**src/rtl/scan_pkg.sv**
```systemverilog
// Shared types and helpers for the display scan state generator.
// Default timing constants, count direction and load clamping.
package scan_pkg;

   localparam int unsigned DEF_DIV_MAX = 99_999;
   localparam int unsigned DEF_ST_MAX  = 7;

   typedef enum logic {
      DIR_DOWN = 1'b0,
      DIR_UP   = 1'b1
   } dir_e;

   function automatic int unsigned clamp_st(
      input int unsigned v,
      input int unsigned mx
   );
      return (v > mx) ? mx : v;
   endfunction

endpackage

```
**src/rtl/tick_div.sv**
```systemverilog
// Prescaler: pulses tick_o on the enabled cycle where the count
// reaches DIV_MAX, then restarts from zero.
module tick_div
   import scan_pkg::*;
#(
   parameter int unsigned DIV_MAX = DEF_DIV_MAX
) (
   input  logic sys_clk,
   input  logic rst,
   input  logic en,
   input  logic clr,
   output logic tick_o
);

   localparam int unsigned DW_RAW = $clog2(DIV_MAX + 1);
   localparam int unsigned DW     = (DW_RAW < 1) ? 1 : DW_RAW;
   localparam logic [DW-1:0] DIV_TC = DW'(DIV_MAX);

   logic [DW-1:0] r_div;
   logic          w_tc;

   assign w_tc   = (r_div == DIV_TC);
   assign tick_o = en & ~clr & w_tc;

   always_ff @(posedge sys_clk or posedge rst) begin
      if (rst) begin
         r_div <= '0;
      end else if (clr) begin
         r_div <= '0;
      end else if (en) begin
         r_div <= w_tc ? '0 : r_div + DW'(1);
      end
   end

endmodule

```
**src/rtl/scan_state_gen.sv**
```systemverilog
// Display scan sequencer: steps a state index on each prescaler tick,
// with up/down, wrap/one-shot, load/clear and a one-hot select decode.
module scan_state_gen
   import scan_pkg::*;
#(
   parameter int unsigned DIV_MAX     = DEF_DIV_MAX,
   parameter int unsigned ST_W        = 3,
   parameter int unsigned ST_MAX      = DEF_ST_MAX,
   parameter bit          SEL_ACT_LOW = 1'b1
) (
   input  logic              sys_clk,
   input  logic              rst,
   input  logic              en,
   input  logic              clr,
   input  logic              load,
   input  logic [ST_W-1:0]   load_val,
   input  logic              dir,
   input  logic              oneshot,
   output logic [ST_W-1:0]   st,
   output logic [ST_MAX:0]   sel,
   output logic              tick,
   output logic              wrap,
   output logic              done
);

   localparam logic [ST_W-1:0] ST_TOP = ST_W'(ST_MAX);

   logic [ST_W-1:0] r_st;
   logic            r_tick;
   logic            r_wrap;
   logic            r_done;
   logic            w_step;
   logic            w_div_clr;
   logic [ST_MAX:0] w_hot;
   logic [ST_W-1:0] w_ld;

   assign w_div_clr = clr | load | r_done;
   assign w_ld = ST_W'(clamp_st(32'(load_val), ST_MAX));

   tick_div #(
      .DIV_MAX (DIV_MAX)
   ) u_div (
      .sys_clk (sys_clk),
      .rst     (rst),
      .en      (en),
      .clr     (w_div_clr),
      .tick_o  (w_step)
   );

   always_ff @(posedge sys_clk or posedge rst) begin
      if (rst) begin
         r_st   <= '0;
         r_tick <= 1'b0;
         r_wrap <= 1'b0;
         r_done <= 1'b0;
      end else begin
         r_tick <= 1'b0;
         r_wrap <= 1'b0;
         if (clr) begin
            r_st   <= '0;
            r_done <= 1'b0;
         end else if (load) begin
            r_st   <= w_ld;
            r_done <= 1'b0;
         end else if (w_step) begin
            r_tick <= 1'b1;
            if (dir == DIR_UP) begin
               if (r_st == ST_TOP) begin
                  if (oneshot) begin
                     r_done <= 1'b1;
                  end else begin
                     r_st   <= '0;
                     r_wrap <= 1'b1;
                  end
               end else begin
                  r_st <= r_st + ST_W'(1);
               end
            end else begin
               if (r_st == '0) begin
                  if (oneshot) begin
                     r_done <= 1'b1;
                  end else begin
                     r_st   <= ST_TOP;
                     r_wrap <= 1'b1;
                  end
               end else begin
                  r_st <= r_st - ST_W'(1);
               end
            end
         end
      end
   end

   always_comb begin
      w_hot = '0;
      for (int i = 0; i <= int'(ST_MAX); i++) begin
         w_hot[i] = (r_st == ST_W'(i));
      end
   end

   assign sel  = SEL_ACT_LOW ? ~w_hot : w_hot;
   assign st   = r_st;
   assign tick = r_tick;
   assign wrap = r_wrap;
   assign done = r_done;

endmodule

```
**config.mk**
```make
export PLATFORM = sky130hd
export DESIGN_NAME = scan_state_gen
export DESIGN_NICKNAME = d
export VERILOG_FILES = /design/src/rtl/scan_pkg.sv /design/src/rtl/tick_div.sv /design/src/rtl/scan_state_gen.sv
export SDC_FILE = /design/constraint.sdc
export NUM_CORES = 1
export LEC_CHECK = 0
export ABC_AREA = 1
export BUFFER_PORTS_ARGS = -buffer_cell sky130_fd_sc_hd__buf_2
export CAP_MARGIN = 20
export CORE_MARGIN = 3
export CORE_UTILIZATION = 40
export CTS_CLUSTER_DIAMETER = 80
export DETAILED_ROUTE_END_ITERATION = 10
export SETUP_SLACK_MARGIN = 0.4
export SLEW_MARGIN = 20
export SYNTH_ARGS = -nofsm -noshare
export SYNTH_HDL_FRONTEND = slang
export SYNTH_SLANG_ARGS = --single-unit
```
**constraint.sdc**
```tcl
create_clock -name sys_clk -period 1.4 [get_ports sys_clk]
set_input_delay 0.14 -clock sys_clk [delete_from_list [all_inputs] [get_ports sys_clk]]
set_output_delay 0.14 -clock sys_clk [all_outputs]
set_load 0.01 [all_outputs]
```
==> flow_metrics.env, run 1 <==
export IMPL_status="complete, but fails checks"
export IMPL_violations="negative setup slack"
export IMPL_ys_ff_latch=23
export IMPL_worst_slew_pin_slew_ns=0.3529
export IMPL_clk_pin_slew_ns=0.09
export IMPL_die_area_um2=4744
export IMPL_num_nets_final=293
export IMPL_cts_root_buf="clkbuf_8"
export IMPL_ant_nets=0
export IMPL_ys_async_sr_fraction_pct=100.0
export IMPL_skew_ns=0.009418
export IMPL_gp_congestion=0.8261
export IMPL_synth_nets=229
export IMPL_power_leakage_nw=1.112
export IMPL_grt_start_max_net_pins=24
export IMPL_setup_tns_ns=-0.1772
export IMPL_synthDistinctLibCells=27
export IMPL_numCtsBuffers=3
export IMPL_cp_max_fo=3
export IMPL_grt_setup_unrepaired="yes"
export IMPL_power_mw=1.558
export IMPL_yosysTopAreaCell="dfrtp_1"
export IMPL_finalSetupViolations=11
export IMPL_vdd_drop_max_mv=0.3332
export IMPL_wl_per_cell_um=13.16
export IMPL_avgViaCountPerCell=4.863
export IMPL_grt_overflow_total=0
export IMPL_fillCellCount=324
export IMPL_placed_area_um2=1997
export IMPL_period_share_pct=102.6
export IMPL_fin_ws_ns=-0.03708
export IMPL_htreeDepth=1
export IMPL_die_h_um=68.88
export IMPL_start_kind="flop"
export IMPL_rows=22
export IMPL_synth_seq_area_share_pct=36.39
export IMPL_timing_rr_end="done"
export IMPL_cts_sinks=23
export IMPL_min_from="oneshot"
export IMPL_area_delta_synth_final_pct=58.15
export IMPL_syn_area_per_cell_um2=7.495
export IMPL_drt_pass1_iterations=4
export IMPL_clock_latency_ns=0.27
export IMPL_vias=1566
export IMPL_grt_usage_pct=19.02
export IMPL_start_util_pct=42.25
export IMPL_die_x_um=68.88
export IMPL_post_route_util_pct=66.81
export IMPL_dp_hpwl_um=2928
export IMPL_cap_violations=0
export IMPL_port_buffers=23
export IMPL_preCtsSetupSlack_ns=-0.05746
export IMPL_final_common_cell="nand2_1"
export IMPL_arrival_ns=1.64
export IMPL_yosys_warnings=0
export IMPL_final_cell_mix="nand2_1, buf_4, buf_6"
export IMPL_wl_um=4238
export IMPL_slew_headroom_pct=76.29
export IMPL_drt_iter0_markers=69
export IMPL_cts_max_path_buffers=2
export IMPL_syn_inst=211
export IMPL_drv_slew=0
export IMPL_fmax_mhz=695.9
export IMPL_yosys_most_used_dff="dfrtp_1"
export IMPL_reg2reg_depth=7
export IMPL_grt_pass1_wl_um=6734
export IMPL_drcViolationCount=0
export IMPL_synth_area_leaders="dfrtp_1, nand2_1, ha_1, nand3_1, inv_1"
export IMPL_diodes=0
export IMPL_power_density_nw_per_um2=623.0
export IMPL_synth_area_um2=1582
export IMPL_synth_edf_count=0
export IMPL_min_path_type="in -> reg"
export IMPL_r2r_setup_slack_ns=-0.04
export IMPL_worstReg2RegStart="st[1]"
export IMPL_io_pins=24
export IMPL_cp_end_kind="flop"
export IMPL_final_layout_size_suffix_gt1_share_pct=55.11
export IMPL_min_path_cells=2
export IMPL_core_area_um2=3744
export IMPL_finalHoldViolations=0
export IMPL_antenna_found_initial=0
export IMPL_synth_top_area_share_pct=36.39
export IMPL_grt_pass1_vias=1452
export IMPL_fin_area_um2=2501
export IMPL_cts_tree="yes"
export IMPL_worstSetupPathType="reg -> reg"
export IMPL_min_to="wrap"
export IMPL_final_min_clock_period_ns=1.437
export IMPL_cp_required_ns=1.60
[metal layers]
layer	up-vias	track usage (%)	part of all wire, %
met5	-	0	0
met4	0	5.109	0.66
met3	4	2.431	2.0
met2	24	31.79	49
met1	732	25.80	48
li1	806	-	-
[what timing repair did]
action | CTS | global route
hold endpoints to repair | 23 | 0
hold buffers | 1 | 0
setup buffers | 7 | 6
pin swaps | 16 | 21
gates resized for setup | 50 | 34
setup endpoints to repair | 34 | 34
[report_power, final]
part / leakage, nW / internal (mW) / switching (mW)
sequential: 0.307 / 0.677 / 0.0203
combinational: 0.779 / 0.212 / 0.208
clock: 0.0255 / 0.199 / 0.241
total: 1.11 / 1.09 / 0.469
[kinds of logic after synthesis]
family          synth area share (%)
xor+xnor                       4.431
flops                          36.39
fa+ha+maj                      6.329
buf+inv                        7.753
simple gates                   36.07
compound gates                 9.019
[area by class of cell]
cell class	count	area, um2	share of cell area [%]
Timing Repair Buffer	60	491.7	19.66
Multi-Input combinational cell	156	1195	47.77
Inverter	31	123.9	4.952
Clock inverter	1	5.005	0.2001
Tap cell	48	60.06	2.401
Sequential cell	23	584.3	23.36
Clock buffer	3	41.29	1.651
[worst max-delay path by stage]
stage / start / to / slack (ns) / depth (start not counted)
2_1_floorplan: st[1] / st[0] / 0.07 / 9
3_3_place_gp: st[0] / st[0] / -0.04 / 9
3_5_place_dp: st[0] / done / -0.06 / 7
4_1_cts: st[0] / done / -0.04 / 7
5_1_grt: st[1] / done / -0.13 / 7
6_report: st[1] / done / -0.04 / 7
[worst max-delay path: stages, from the launching register on]
cell and delay (ns):
dfrtp_2 0.45, inv_2 0.10, ha_4 0.14, nand3b_1 0.13
nand2_2 0.13, nand2_4 0.07, nand3b_1 0.20, a21boi_2 0.15
[Yosys cell counts (2+ instances only)]
cell	instances
nand2_1	60
xnor2_1	2
o22ai_1	3
nand3_1	18
nand3b_1	2
nor3_1	3
xor2_1	6
a21oi_1	3
nor2_2	2
nor2_4	5
nand3_2	3
inv_1	24
inv_2	6
ha_1	8
nand2_2	2
nor2_1	12
dfrtp_1	23
o21ai_0	17
nand4_1	4
[registers in the layout, indices dropped and copies added (netlist names)]
signal / flops
done: 1
st: 3
u_div.r_div: 17
tick: 1
wrap: 1
[through the flow]
step / cells / hold slack [ns]
after detailed placement: 304 / 0.2043
after global placement: 304 / 0.2011
after floorplan: 211 / 0.1418
final: 322 / 0.05773
after CTS: 316 / 0.03826
after global routing: 322 / 0.04837
Power figures use the tool's default switching activity.
==> run 2, diff against run 1 <==
--- a/config.mk
+++ b/config.mk
@@ -12,6 +12,8 @@
 export CORE_UTILIZATION = 40
 export CTS_CLUSTER_DIAMETER = 80
 export DETAILED_ROUTE_END_ITERATION = 10
+export HOLD_SLACK_MARGIN = 0.02
+export PLACE_DENSITY = 0.62
 export SETUP_SLACK_MARGIN = 0.4
 export SLEW_MARGIN = 20
 export SYNTH_ARGS = -nofsm -noshare
==> flow_metrics.env, run 2 (synthesis gave the netlist of run 1 again) <==
export IMPL_status="complete, but fails checks"
export IMPL_violations="negative setup slack"
export IMPL_pwr_share_clk_pct=29.0
export IMPL_timing_rr_end="u_div.r_div[16]"
export IMPL_antenna_found_initial=0
export IMPL_area_delta_synth_final_pct=50.32
export IMPL_crit_chain="ha_2 > nand3_4 > clkinv_4 > nand3_4 > nor2_4 > nor2_4 > buf_6 > nand3_2 > o21ai_1"
export IMPL_finalSetupViolations=3
export IMPL_post_route_util_pct=63.50
export IMPL_fillCellCount=334
export IMPL_r2r_setup_slack_ns=-0.009
export IMPL_grt_pass1_vias=1346
export IMPL_vias=1557
export IMPL_ant_nets=0
export IMPL_cp_max_fo=5
export IMPL_clk_pin_slew_ns=0.09
export IMPL_die_h_um=68.88
export IMPL_arrival_ns=1.61
export IMPL_min_from="oneshot"
export IMPL_final_min_clock_period_ns=1.409
export IMPL_p_sw_uw=423.8
export IMPL_gp_congestion=0.8205
export IMPL_vdd_drop_max_mv=0.3408
export IMPL_cp_end_kind="flop"
export IMPL_numCtsBuffers=3
export IMPL_cts_root_buf="clkbuf_8"
export IMPL_largest_reg_flops=17
export IMPL_period_share_pct=100.7
export IMPL_num_nets_final=291
export IMPL_cts_sinks=23
export IMPL_grt_pass1_wl_um=6368
export IMPL_start_util_pct=42.25
export IMPL_avgViaCountPerCell=4.866
export IMPL_fmax_mhz=709.6
export IMPL_power_density_nw_per_um2=615.7
export IMPL_path_buf_inv=2
export IMPL_cts_max_path_buffers=2
export IMPL_final_cell_mix="nand2_1, buf_4, inv_1, buf_2, dfrtp_1"
export IMPL_diodes=0
export IMPL_port_buffers=23
export IMPL_drt_pass1_iterations=4
export IMPL_hold_ws_ns=0.06305
export IMPL_dp_hpwl_um=2833
export IMPL_worstSetupPathType="reg -> reg"
export IMPL_grt_start_max_net_pins=22
export IMPL_slew_headroom_pct=73.26
export IMPL_power_leakage_nw=1.067
export IMPL_rows=22
export IMPL_min_path_type="in -> reg"
export IMPL_io_pins=24
export IMPL_combPwrFrac_pct=23.4
export IMPL_min_to="wrap"
export IMPL_start_kind="flop"
export IMPL_htreeDepth=1
export IMPL_min_path_cells=2
export IMPL_worstReg2RegStart="u_div.r_div[0]"
export IMPL_skew_ns=0.005919
export IMPL_cp_top_family="simple AND/OR/NAND/NOR gates"
export IMPL_drt_iter0_markers=41
export IMPL_critPathMaxStageDelay_ns=0.39
export IMPL_grt_setup_unrepaired="yes"
export IMPL_drcViolationCount=0
export IMPL_wl_per_cell_um=12.71
export IMPL_grt_usage_pct=18.00
export IMPL_cp_required_ns=1.60
export IMPL_wl_um=4067
export IMPL_worst_slew_pin_slew_ns=0.3981
export IMPL_intPower_mw=1.040
export IMPL_die_area_um2=4744
export IMPL_core_area_um2=3744
export IMPL_regMostFlops="u_div.r_div"
export IMPL_final_common_cell="nand2_1"
export IMPL_reg2reg_depth=9
export IMPL_drv_slew=0
export IMPL_cts_tree="yes"
export IMPL_final_layout_size_suffix_gt1_share_pct=51.10
export IMPL_clock_latency_ns=0.27
export IMPL_p_seq_share_pct=47.6
export IMPL_critical_path_slowest_cell="dfrtp_1"
export IMPL_fin_ws_ns=-0.009188
export IMPL_die_x_um=68.88
export IMPL_grt_overflow_total=0
export IMPL_cap_violations=0
export IMPL_switching_share_pct=28.95
export IMPL_finalHoldViolations=0
run 2: repair_timing:
action / 4_1_cts / 5_1_grt
hold buffers: 1 / 0
pin swaps: 15 / 13
gates resized for setup: 24 / 38
endpoints found under the setup margin: 34 / 34
endpoints found under the hold margin: 23 / 0
buffers inserted: 3 / 10
run 2: power groups by stage:
stage                     Clock, mW  Sequential, mW  Combinational (mW)
after floorplan                   0           0.716               0.151
after global placement            0           0.708               0.279
after detailed placement          0           0.708               0.279
after CTS                     0.433           0.696               0.311
after global routing          0.457           0.698               0.378
final                         0.424           0.696               0.343
run 2: worst max-delay path by stage:
stage | from | end | slack, ns | cells after the start
2_1_floorplan | st[1] | st[0] | 0.07 | 9
3_3_place_gp | st[1] | st[0] | -0.04 | 9
3_5_place_dp | st[1] | st[0] | -0.05 | 9
4_1_cts | st[1] | st[0] | -0.01 | 9
5_1_grt | u_div.r_div[0] | u_div.r_div[13] | -0.08 | 9
6_report | u_div.r_div[0] | u_div.r_div[16] | -0.009 | 9
run 2: metrics by stage:
stage	area [um2]	setup WS, ns	total power, mW	cells	TNS (ns)
after floorplan	1654	0.07010	0.8665	211	0
after global placement	1982	-0.04253	0.9867	302	-0.1191
after detailed placement	1982	-0.04724	0.9877	302	-0.1282
after CTS	2151	-0.01220	1.440	310	-0.03381
after global routing	2377	-0.08404	1.533	320	-0.9901
final	2377	-0.009188	1.464	320	-0.01665
run 2: routing by layer:
metal	vias to the layer above	wire length [um]	global-route usage [%]	share of wire (%)
met5	-	0	0	0
met4	0	38	4.380	0.93
met3	4	112	2.107	2.8
met2	23	2048	29.29	50
met1	726	1868	25.43	46
li1	804	-	-	-
run 2: area by class of cell:
type	count	area [um2]	share of cell area, %
inverters	31	123.9	5.211
multi-input cells	156	1130	47.53
flip-flops and latches	23	585.6	24.63
well taps	48	60.06	2.526
clock buffers	3	41.29	1.737
clock inverters	1	5.005	0.2105
repair buffers	58	431.7	18.16
==> run 3, diff against run 2 <==
--- a/config.mk
+++ b/config.mk
@@ -9,11 +9,11 @@
 export BUFFER_PORTS_ARGS = -buffer_cell sky130_fd_sc_hd__buf_2
 export CAP_MARGIN = 20
 export CORE_MARGIN = 3
-export CORE_UTILIZATION = 40
+export CORE_UTILIZATION = 50
 export CTS_CLUSTER_DIAMETER = 80
 export DETAILED_ROUTE_END_ITERATION = 10
 export HOLD_SLACK_MARGIN = 0.02
-export PLACE_DENSITY = 0.62
+export PLACE_DENSITY = 0.74
 export SETUP_SLACK_MARGIN = 0.4
 export SLEW_MARGIN = 20
 export SYNTH_ARGS = -nofsm -noshare
==> flow_metrics.env, run 3 (synthesis gave the netlist of run 1 again) <==
export IMPL_fillCellCount=170
export IMPL_cts_tree="yes"
export IMPL_wl_per_cell_um=14.48
export IMPL_period_share_pct=108.4
export IMPL_min_path_type="in -> reg"
export IMPL_path_buf_inv=1
export IMPL_die_area_um2=3874
export IMPL_port_buffers=23
export IMPL_grt_setup_unrepaired="yes"
export IMPL_fin_ws_ns=-0.1174
export IMPL_num_nets_final=283
export IMPL_fmax_mhz=659.0
export IMPL_grt_pass1_vias=1433
export IMPL_skew_ns=0.007920
export IMPL_fin_area_um2=2316
export IMPL_drv_slew=0
export IMPL_arrival_ns=1.78
export IMPL_dp_hpwl_um=2732
export IMPL_avgViaCountPerCell=5.284
export IMPL_cp_end_kind="flop"
export IMPL_grt_overflow_total=0
export IMPL_vias=1617
export IMPL_final_common_cell="nand2_1"
export IMPL_rows=19
export IMPL_start_kind="flop"
export IMPL_violations="negative setup slack"
export IMPL_power_density_nw_per_um2=616.0
export IMPL_drt_pass1_iterations=4
export IMPL_power_leakage_nw=1.002
export IMPL_clk_pin_slew_ns=0.14
export IMPL_hold_ws_ns=0.1106
export IMPL_drcViolationCount=0
export IMPL_htreeDepth=1
export IMPL_critical_path_slowest_cell="dfrtp_2"
export IMPL_slew_headroom_pct=74.74
export IMPL_area_delta_synth_final_pct=46.44
export IMPL_worstSetupPathType="reg -> reg"
export IMPL_die_x_um=62.24
export IMPL_power_mw=1.427
export IMPL_worst_slew_pin_slew_ns=0.3760
export IMPL_numCtsBuffers=3
export IMPL_placed_area_um2=1952
export IMPL_cts_sinks=23
export IMPL_cp_top_family="simple AND/OR/NAND/NOR gates"
export IMPL_grt_pass1_wl_um=6423
export IMPL_preCtsSetupSlack_ns=-0.04680
export IMPL_grt_usage_pct=20.18
export IMPL_status="complete, but fails checks"
export IMPL_vdd_drop_max_mv=0.4238
export IMPL_io_pins=24
export IMPL_cp_required_ns=1.66
export IMPL_drt_iter0_markers=59
export IMPL_diodes=0
export IMPL_ant_nets=0
export IMPL_gp_congestion=0.8766
export IMPL_wl_um=4430
export IMPL_cap_violations=0
export IMPL_critPathMaxStageDelay_ns=0.49
export IMPL_finalSetupViolations=13
export IMPL_grt_start_max_net_pins=24
export IMPL_final_layout_size_suffix_gt1_share_pct=46.59
export IMPL_cts_max_path_buffers=2
export IMPL_cts_root_buf="clkbuf_4"
export IMPL_cp_max_fo=4
export IMPL_final_min_clock_period_ns=1.517
export IMPL_core_area_um2=2877
export IMPL_crit_chain="inv_4 > ha_4 > nand3b_1 > nand2_2 > nand2_2 > nand3b_1 > a21boi_1"
export IMPL_die_h_um=62.24
export IMPL_antenna_found_initial=0
export IMPL_finalHoldViolations=0
export IMPL_largest_reg_flops=17
export IMPL_start_util_pct=54.98
export IMPL_clock_latency_ns=0.33
export IMPL_final_cell_mix="nand2_1, buf_4, inv_1, dfrtp_1, buf_6"
export IMPL_regMostFlops="u_div.r_div"
export IMPL_post_route_util_pct=80.51
run 3: final timing paths:
path / start / slack (ns) / cells past startpoint / endpoint
max: st[0] / -0.12 / 7 / done
min: en / 0.11 / 3 / u_div.r_div[11]
max reg2reg: st[0] / -0.12 / 7 / done
min reg2reg: u_div.r_div[15] / 0.55 / 2 / u_div.r_div[15]
max in group asynchronous: rst / 0.73 / 4 / st[0]
min in group asynchronous: rst / 0.42 / 4 / u_div.r_div[5]
run 3: where the power goes:
group          switching (mW)  internal [mW]  total, mW
registers              0.0250          0.678      0.703
logic                   0.203          0.183      0.386
clock network           0.229          0.109      0.338
total                   0.457          0.970       1.43
run 3: through the flow:
stage / setup TNS, ns / std cells
final: -0.8166 / 306
after global routing: -2.303 / 306
after CTS: -0.3448 / 300
after detailed placement: -0.3818 / 293
after global placement: -0.1139 / 293
after floorplan: 0 / 211
run 3: tightest hold or removal path: cells and delay by family:
kind | cells | cell delay [ns]
buffers and inverters | 1 | 0.13
AND/OR/NAND/NOR | 1 | 0.09
AO/OA/AOI/OAI | 1 | 0.06
run 3: layout make-up:
cell class                 instances  area [um2]  area share (%)
multi-input combinational        156        1116           48.19
inverter                          31       126.4           5.457
clock buffer                       3       22.52          0.9724
tap                               42       52.55           2.269
sequential                        23       583.1           25.18
timing repair buffer              50       407.9           17.61
clock inverter                     1       7.507          0.3241
run 3: layer usage:
metal	up-vias	part of all wire, %	GRT usage (%)
met2	40	51	34.95
met5	-	0	0
met1	786	43	26.77
li1	784	-	-
met4	0	1.3	4.972
met3	7	4.1	2.523
run 3: timing repair:
action	in CTS	in global routing
endpoints found under the hold margin	24	0
pin swaps	10	13
endpoints found under the setup margin	35	37
buffers inserted	1	6
hold buffers	2	0
gates resized for setup	28	35
